### src/rtl/arith_pkg.sv
// Shared arithmetic datapath definitions: default operand geometry and the
// sequential-unit FSM state encoding.
package arith_pkg;

   localparam int unsigned DEF_WIDTH  = 64;
   localparam int unsigned DEF_SLICE  = 8;
   localparam int unsigned DEF_NSLICE = DEF_WIDTH / DEF_SLICE;

   typedef enum logic [1:0] {
      IDLE = 2'd0,
      RUN  = 2'd1,
      DONE = 2'd2
   } state_t;

endpackage

### src/rtl/sub_slice_8.sv
// Combinational ripple-borrow subtractor for one slice: {bo, d} = a - b - bi,
// built as a chain of full-subtractor cells.
module sub_slice_8
   import arith_pkg::*;
#(
   parameter int unsigned W = DEF_SLICE
) (
   input  logic [W-1:0] a,
   input  logic [W-1:0] b,
   input  logic         bi,
   output logic [W-1:0] d,
   output logic         bo
);

   logic [W:0] br;

   assign br[0] = bi;

   // Full-subtractor cell: borrow when a < b + borrow-in at this bit
   for (genvar i = 0; i < W; i++) begin : g_cell
      assign d[i]    = a[i] ^ b[i] ^ br[i];
      assign br[i+1] = (~a[i] & b[i]) | (~(a[i] ^ b[i]) & br[i]);
   end

   assign bo = br[W];

endmodule

### src/rtl/seq_sub_64.sv
// Multi-cycle subtractor: D = A - B - bin processed one slice per clock,
// with a start/busy/done handshake and registered borrow/zero/overflow flags.
module seq_sub_64
   import arith_pkg::*;
#(
   parameter int unsigned WIDTH = DEF_WIDTH,
   parameter int unsigned SLICE = DEF_SLICE
) (
   input  logic             clk,
   input  logic             rst_n,
   input  logic             start,
   input  logic [WIDTH-1:0] A,
   input  logic [WIDTH-1:0] B,
   input  logic             bin,
   output logic             busy,
   output logic             done,
   output logic [WIDTH-1:0] D,
   output logic             bout,
   output logic             zero,
   output logic             ovf
);

   localparam int unsigned NSLICE = WIDTH / SLICE;
   localparam int unsigned IDXW   = (NSLICE > 1) ? $clog2(NSLICE) : 1;

   state_t           state;
   state_t           state_n;
   logic [WIDTH-1:0] a_q;
   logic [WIDTH-1:0] b_q;
   logic [WIDTH-1:0] work_q;
   logic [WIDTH-1:0] work_n;
   logic [IDXW-1:0]  idx_q;
   logic             br_q;
   logic             load;
   logic             step;
   logic             last;
   logic             finish;
   logic [SLICE-1:0] a_sl;
   logic [SLICE-1:0] b_sl;
   logic [SLICE-1:0] r_sl;
   logic             bo_sl;

   assign last = (idx_q == IDXW'(NSLICE - 1));

   // Select the operand slices addressed by the running index
   always_comb begin
      a_sl = '0;
      b_sl = '0;
      for (int unsigned k = 0; k < NSLICE; k++) begin
         if (idx_q == IDXW'(k)) begin
            a_sl = a_q[k*SLICE +: SLICE];
            b_sl = b_q[k*SLICE +: SLICE];
         end
      end
   end

   sub_slice_8 #(.W(SLICE)) u_slice (
      .a  (a_sl),
      .b  (b_sl),
      .bi (br_q),
      .d  (r_sl),
      .bo (bo_sl)
   );

   // Work register with the current slice result merged in
   always_comb begin
      work_n = work_q;
      for (int unsigned k = 0; k < NSLICE; k++) begin
         if (idx_q == IDXW'(k)) begin
            work_n[k*SLICE +: SLICE] = r_sl;
         end
      end
   end

   always_ff @(posedge clk or negedge rst_n) begin
      if (!rst_n) begin
         state <= IDLE;
      end else begin
         state <= state_n;
      end
   end

   always_comb begin
      state_n = state;
      load    = 1'b0;
      step    = 1'b0;
      finish  = 1'b0;
      case (state)
         IDLE: begin
            if (start) begin
               load    = 1'b1;
               state_n = RUN;
            end
         end
         RUN: begin
            step = 1'b1;
            if (last) begin
               finish  = 1'b1;
               state_n = DONE;
            end
         end
         DONE: begin
            if (start) begin
               load    = 1'b1;
               state_n = RUN;
            end else begin
               state_n = IDLE;
            end
         end
         default: state_n = IDLE;
      endcase
   end

   // Operand latch, slice iteration and result/flag capture on the final slice
   always_ff @(posedge clk or negedge rst_n) begin
      if (!rst_n) begin
         a_q    <= '0;
         b_q    <= '0;
         work_q <= '0;
         idx_q  <= '0;
         br_q   <= 1'b0;
         busy   <= 1'b0;
         done   <= 1'b0;
         D      <= '0;
         bout   <= 1'b0;
         zero   <= 1'b0;
         ovf    <= 1'b0;
      end else begin
         busy <= (state_n == RUN);
         done <= (state_n == DONE);
         if (load) begin
            a_q   <= A;
            b_q   <= B;
            br_q  <= bin;
            idx_q <= '0;
         end else if (step) begin
            work_q <= work_n;
            br_q   <= bo_sl;
            idx_q  <= idx_q + IDXW'(1);
         end
         if (finish) begin
            D    <= work_n;
            bout <= bo_sl;
            zero <= (work_n == '0);
            ovf  <= (a_q[WIDTH-1] != b_q[WIDTH-1]) && (work_n[WIDTH-1] != a_q[WIDTH-1]);
         end
      end
   end

endmodule
### config.mk
export PLATFORM = sky130hd
export DESIGN_NAME = seq_sub_64
export DESIGN_NICKNAME = d
export VERILOG_FILES = /design/src/rtl/arith_pkg.sv /design/src/rtl/sub_slice_8.sv /design/src/rtl/seq_sub_64.sv
export SDC_FILE = /design/constraint.sdc
export NUM_CORES = 1
export LEC_CHECK = 0
export BUFFER_PORTS_ARGS = -buffer_cell sky130_fd_sc_hd__buf_2
export CAP_MARGIN = 10
export CORE_ASPECT_RATIO = 1.1
export CORE_MARGIN = 3
export CORE_UTILIZATION = 45
export CTS_CLUSTER_DIAMETER = 200
export DETAILED_ROUTE_END_ITERATION = 10
export PLACE_DENSITY = 0.67
export SETUP_SLACK_MARGIN = 0.4
export SYNTH_ARGS = -nofsm -noshare
export SYNTH_HDL_FRONTEND = slang
export SYNTH_SLANG_ARGS = --single-unit
### constraint.sdc
create_clock -name clk -period 8.5 [get_ports clk]
set_input_delay 0.85 -clock clk [delete_from_list [all_inputs] [get_ports clk]]
set_output_delay 0.85 -clock clk [all_outputs]
set_load 0.005 [all_outputs]
Word-level counts from Yosys, hierarchy flattened
Cells that the tools add are included.
{"block": "totals", "ff_bits": 267, "in_bits": 132, "output_inout_bits": 69, "word_cells": 127}
{"block": "classes", "n_addsub": 1, "n_eq_ne": 13, "mux": 37, "n_bitwise": 57, "reduce_logical": 7}
{"operator": "8-bit 2-to-1 mux", "count": 24}
{"operator": "64-bit zero test", "count": 1}
{"operator": "1-bit NOT", "count": 17}
{"operator": "1-bit bitwise AND", "count": 16}
{"operator": "1-bit bitwise XOR", "count": 16}
{"operator": "3-bit equality test (second input constant)", "count": 4}
{"operator": "1-bit 2-to-1 mux", "count": 8}
{"operator": "1-bit OR", "count": 8}
{"operator": "3-bit by 2-bit equality test with 1-bit output (second input constant)", "count": 2}
{"operator": "3-bit 2-to-1 mux", "count": 2}
{"operator": "2-bit one-hot mux with 3 select lines", "count": 1}
{"operator": "2-bit by 1-bit equality test with 1-bit output (second input constant)", "count": 2}
{"operator": "2-bit equality test (second input constant)", "count": 2}
{"operator": "2-bit 2-to-1 mux", "count": 2}
{"operator": "3-bit by 1-bit adder with 3-bit output (second input constant)", "count": 1}
{"operator": "3-bit by 1-bit equality test with 1-bit output (second input constant)", "count": 1}
{"operator": "3-bit zero test", "count": 1}
{"operator": "2-bit zero test", "count": 1}
{"operator": "1-bit != test", "count": 2}
{"operator": "2-bit AND reduction", "count": 1}
{"operator": "2-bit nonzero test", "count": 1}
{"operator": "2-bit OR reduction", "count": 1}
{"operator": "1-bit logical AND", "count": 1}

Logic depth before layout (Yosys ltp)
{"block": "depth", "depth_word": 29, "ltp_mapped": 25, "mapped_depth_nobuf": 22}

Hierarchy
From an unflattened synthesis, not the netlist that was laid out.
{"block": "unflattened", "cells_unflattened": 1363, "area_unflattened_um2": 12119.1}
{"mod": "seq_sub_64", "n_inst": 1, "cells_each": 1337, "area_per_inst_um2": 11891.4, "seq_area_each_um2": 6481.2}
{"mod": "sub_slice_8", "n_inst": 1, "cells_each": 26, "area_per_inst_um2": 227.7, "seq_area_each_um2": 0.0}

Worst setup path after synthesis
OpenSTA, ideal clock, no wires.
{"block": "synth_path", "path_type": "register -> register", "start": "reg idx_q[0]", "end": "reg zero", "setup_ns": 0.122, "t_arrival_ns": 6.284, "required_ns": 8.378, "setup_slack_ns": 2.095, "stages_incl_launch_ff": 25, "n_path_buf": 4, "period_less_slack_ns": 6.405, "cell_sequence": "dfrtp_1 > inv_1 > ha_1 > buf_2 > and2_1 > buf_2 > buf_6 > nor2_1 > o211ai_1 > o311ai_0 > fa_1 > inv_1 > fa_1 > fa_1 > fa_1 > fa_1 > fa_1 > fa_1 > fa_1 > clkbuf_1 > nor3_1 > a21oi_1 > o32ai_1 > and3_1 > a32o_1"}
{"block": "synth_between", "elab_chain_cells": 28, "word_cells_on_any_way": 86, "classes_between": "eq/ne (7); mux (26); bitwise (51); reduce/logical (2)"}
{"item": "from (decl)", "line": "seq_sub_64.sv:32", "text": "logic [IDXW-1:0] idx_q;"}
{"item": "from (signal assigned)", "line": "seq_sub_64.sv:139", "text": "idx_q <= idx_q + IDXW'(1);"}
{"item": "3-bit zero test", "line": "seq_sub_64.sv:50, seq_sub_64.sv:69"}
{"item": "8-bit 2-to-1 mux (8 in a row)", "line": "seq_sub_64.sv:50", "text": "if (idx_q == IDXW'(k)) begin"}
{"item": "1-bit bitwise XOR", "line": "sub_slice_8.sv:21, sub_slice_8.sv:22"}
{"item": "1-bit NOT", "line": "sub_slice_8.sv:22", "text": "assign br[i+1] = (~a[i] & b[i]) | (~(a[i] ^ b[i]) & br[i]);"}
{"item": "1-bit bitwise AND", "line": "sub_slice_8.sv:22"}
{"item": "1-bit OR", "line": "sub_slice_8.sv:22"}
{"item": "1-bit bitwise AND", "line": "sub_slice_8.sv:22"}
{"item": "1-bit OR", "line": "sub_slice_8.sv:22"}
{"item": "[... 5 more ...]"}
{"item": "1-bit OR", "line": "sub_slice_8.sv:22"}
{"item": "1-bit bitwise AND", "line": "sub_slice_8.sv:22"}
{"item": "1-bit OR", "line": "sub_slice_8.sv:22"}
{"item": "1-bit bitwise AND", "line": "sub_slice_8.sv:22"}
{"item": "1-bit OR", "line": "sub_slice_8.sv:22"}
{"item": "1-bit bitwise XOR", "line": "sub_slice_8.sv:21", "text": "assign d[i] = a[i] ^ b[i] ^ br[i];"}
{"item": "8-bit 2-to-1 mux", "line": "seq_sub_64.sv:69", "text": "if (idx_q == IDXW'(k)) begin"}
{"item": "64-bit zero test", "line": "seq_sub_64.sv:144", "text": "zero <= (work_n == '0);"}
{"item": "to (signal assigned)", "line": "seq_sub_64.sv:144"}
{"item": "to (decl)", "line": "seq_sub_64.sv:19", "text": "output logic zero,"}
Several ways; a longest one is shown, not always the timed one.
A chain may end at the register's enable or synchronous reset.

Worst setup path in the final report
{"block": "layout_path", "start": "reg idx_q[2]", "end": "reg zero"}
The elaborated chain is that of the path after synthesis.

==> impl_metrics.env <==
export IMPL_synth_top_cell_area_share=0.5453
export IMPL_cts_repair_resized=0
export IMPL_grt_pass1_wl_mm=49.29
export IMPL_wl_met3_mm=1.962
export IMPL_drcViolationCount=0
export IMPL_totalWireLength_mm=31.53
export IMPL_path_max_fanout=21
export IMPL_clockBufferDepth=3
export IMPL_finalSetupViolations=0
export IMPL_syn_num_nets=1229
export IMPL_worst_pin_slew_ns=1.111
export IMPL_maxCapViolCount=0
export IMPL_grt_pass1_vias=8755
export IMPL_io_pins=201
export IMPL_dr_wl_met2_mm=15.03
export IMPL_ant_nets=0
export IMPL_slew_violations=0
export IMPL_ys_warn_count=0
export IMPL_ys_ff_latch=261
export IMPL_htreeDepth=1
export IMPL_gr_usage_all_layers=0.2185
export IMPL_clk_pin_slew_ns=0.06
export IMPL_final_area_mm2=0.01417
export IMPL_row_count=62
export IMPL_ff2ff_path_depth=19
export IMPL_firstDrtPassIters=7
export IMPL_met1_length_mm=13.75
export IMPL_ys_types=47
export IMPL_synthesis_area_mm2=0.01198
export IMPL_root_buffer="clkbuf_16"
export IMPL_fin_skew_ns=0.01081
export IMPL_cts_inserted_buffers=28
export IMPL_io_buffers=200
export IMPL_hold_viol_final=0
export IMPL_synth_area_leaders="dfrtp_1, mux2_2, nand2_1"
export IMPL_place_gp_congestion=0.8718
export IMPL_syn2layout_area_growth_pct=18.30
export IMPL_placed_area_mm2=0.01319
export IMPL_coreArea_mm2=0.02614
export IMPL_synth_seq_area_share=0.5453
export IMPL_utilization=0.5420
export IMPL_r2r_slack_ns=1.05
export IMPL_critPathCaptureType="flop"
export IMPL_cp_arrival_ns=7.87
export IMPL_overflow=0
export IMPL_hold_buffers=0
export IMPL_synth_most_common_cell="dfrtp_1"
export IMPL_drive_above_1_share=0.3505
export IMPL_die_w_um=161.5
export IMPL_wl_per_cell_um=19.51
export IMPL_synth_edf_count=0
export IMPL_grt_max_degree=136
export IMPL_cts_tree="built"
export IMPL_routed_top_layer="met4"
export IMPL_dieArea_mm2=0.02861
export IMPL_grt_setup_unrepaired="no"
export IMPL_yosysTopAreaCell="dfrtp_1"
export IMPL_timing_final_crit_share=0.8769
export IMPL_synth_flop_cell="dfrtp_1"
export IMPL_path_class="reg -> reg"
export IMPL_num_vias=8910
export IMPL_async_flop_share=1.000
export IMPL_cts_sinks=261
export IMPL_required_ns=8.92
export IMPL_antenna_found_initial=0
export IMPL_slew_headroom=0.2564
export IMPL_status="complete, no violations"
export IMPL_worst_r2r_endpoint="zero"
export IMPL_hp_class="in -> async"
export IMPL_worst_skew_pair_late_latency_ns=0.54
export IMPL_fin_crit_ns=7.454
export IMPL_r2r_start="idx_q[2]"
export IMPL_n_antenna_cell=0
export IMPL_nets=1390
export IMPL_setup_slack_ns=1.046
export IMPL_post_cts_setup_buffers=0
export IMPL_die_h_um=177.1
export IMPL_via_per_inst=5.514
export IMPL_syn_area_per_cell_um2=11.06
export IMPL_fmax_mhz=134.2
export IMPL_drt_iter0_markers=644
export IMPL_hpwl_mm=21.92
export IMPL_dpl_worst_slack_ns=1.141
export IMPL_syn_inst=1083
export IMPL_fin_tns_setup_ns=0
export IMPL_synth_top_cells_by_count="dfrtp_1, nand2_1, mux2_2"
export IMPL_cp_start_kind="flop"
export IMPL_start_util=0.4581
[cell type report]
| cell class | count | area [µm²] |
|---|---|---|
| Fill cell | 2319 | 11970 |
| Sequential cell | 261 | 6531 |
| Multi-Input combinational cell | 728 | 5041 |
| Timing Repair Buffer | 216 | 1144 |
| Clock buffer | 41 | 830.8 |
| Tap cell | 352 | 440.4 |
| Clock inverter | 9 | 147.6 |
| Inverter | 9 | 33.78 |
[worst max-delay path by stage]
stage                         from    to  slack [ns]  depth (start not counted)
after detailed placement  idx_q[2]  zero        1.14                         19
after floorplan           idx_q[0]  zero        2.09                         24
after CTS                 idx_q[2]  zero        1.12                         19
after global placement    idx_q[2]  zero        1.34                         19
final                     idx_q[2]  zero        1.05                         19
after global routing      idx_q[2]  zero        0.54                         19
[sequential cells by signal (all words and copies together) (netlist names), 2 cells and up]
signal	count
b_q	64
state	2
D	64
idx_q	3
a_q	64
work_q	58
[through the flow]
stage                     std cells  hold slack, ns
after floorplan                1083          0.4467
after global placement         1566          0.4545
after detailed placement       1566          0.4622
after CTS                      1616          0.4508
after global routing           1616          0.4876
final                          1616          0.3838
[per-layer routing]
metal	vias up	GRT usage
met5	-	0
met4	0	0.05558
met3	66	0.03019
met2	344	0.3586
met1	4351	0.3088
li1	4149	-
[critical path, stage by stage (launching register included)]
cell and delay [ns]:
dfrtp_1 0.63, inv_1 0.12, ha_1 0.23, nor2_1 0.84, a221oi_1 0.18, nor2_1 0.22, fa_1 0.20, inv_1 0.06
fa_1 0.44, fa_1 0.47, fa_1 0.47, fa_1 0.46, fa_1 0.46, fa_1 0.46, fa_1 1.21, nor3_1 0.20
a31oi_1 0.22, a21oi_1 0.06, and4b_1 0.18, a32o_1 0.21
[cell families (layout without fill, tap and decap cells)]
family	count (synthesis)	in the layout	share of synthesized area
compound gates	207	207	0.1071
fa+ha+maj	14	14	0.01964
buf+inv	94	275	0.03458
flops	261	261	0.5453
mux	196	196	0.1822
simple gates	311	311	0.1112
[placed cells by master, fill, tap and decap left out, types with 2 or more instances in the layout]
cell type / instances
o22ai_1: 10
clkbuf_8: 6
nor2b_1: 4
buf_4: 15
and2_1: 4
clkbuf_1: 6
clkinv_2: 4
nor2_1: 73
and3b_1: 7
nor2_2: 3
nand2_1: 178
fa_1: 8
o31ai_1: 2
nor3b_1: 2
mux2_2: 176
nand3_1: 2
a221oi_1: 4
mux2i_1: 20
buf_2: 199
nand4_1: 2
dfrtp_1: 261
inv_1: 8
nand2b_1: 7
o32ai_1: 2
clkbuf_16: 29
a221o_1: 22
o2111ai_1: 2
or4_1: 3
o21bai_1: 2
a31oi_1: 35
o21ai_0: 73
ha_1: 6
a21oi_1: 41
nor4_1: 8
o211ai_1: 7
nor3_1: 11
o311ai_0: 2
bufinv_16: 4
Power is not shown: default switching activity piles up to over one toggle a cycle in this logic, so the estimate is an artifact.
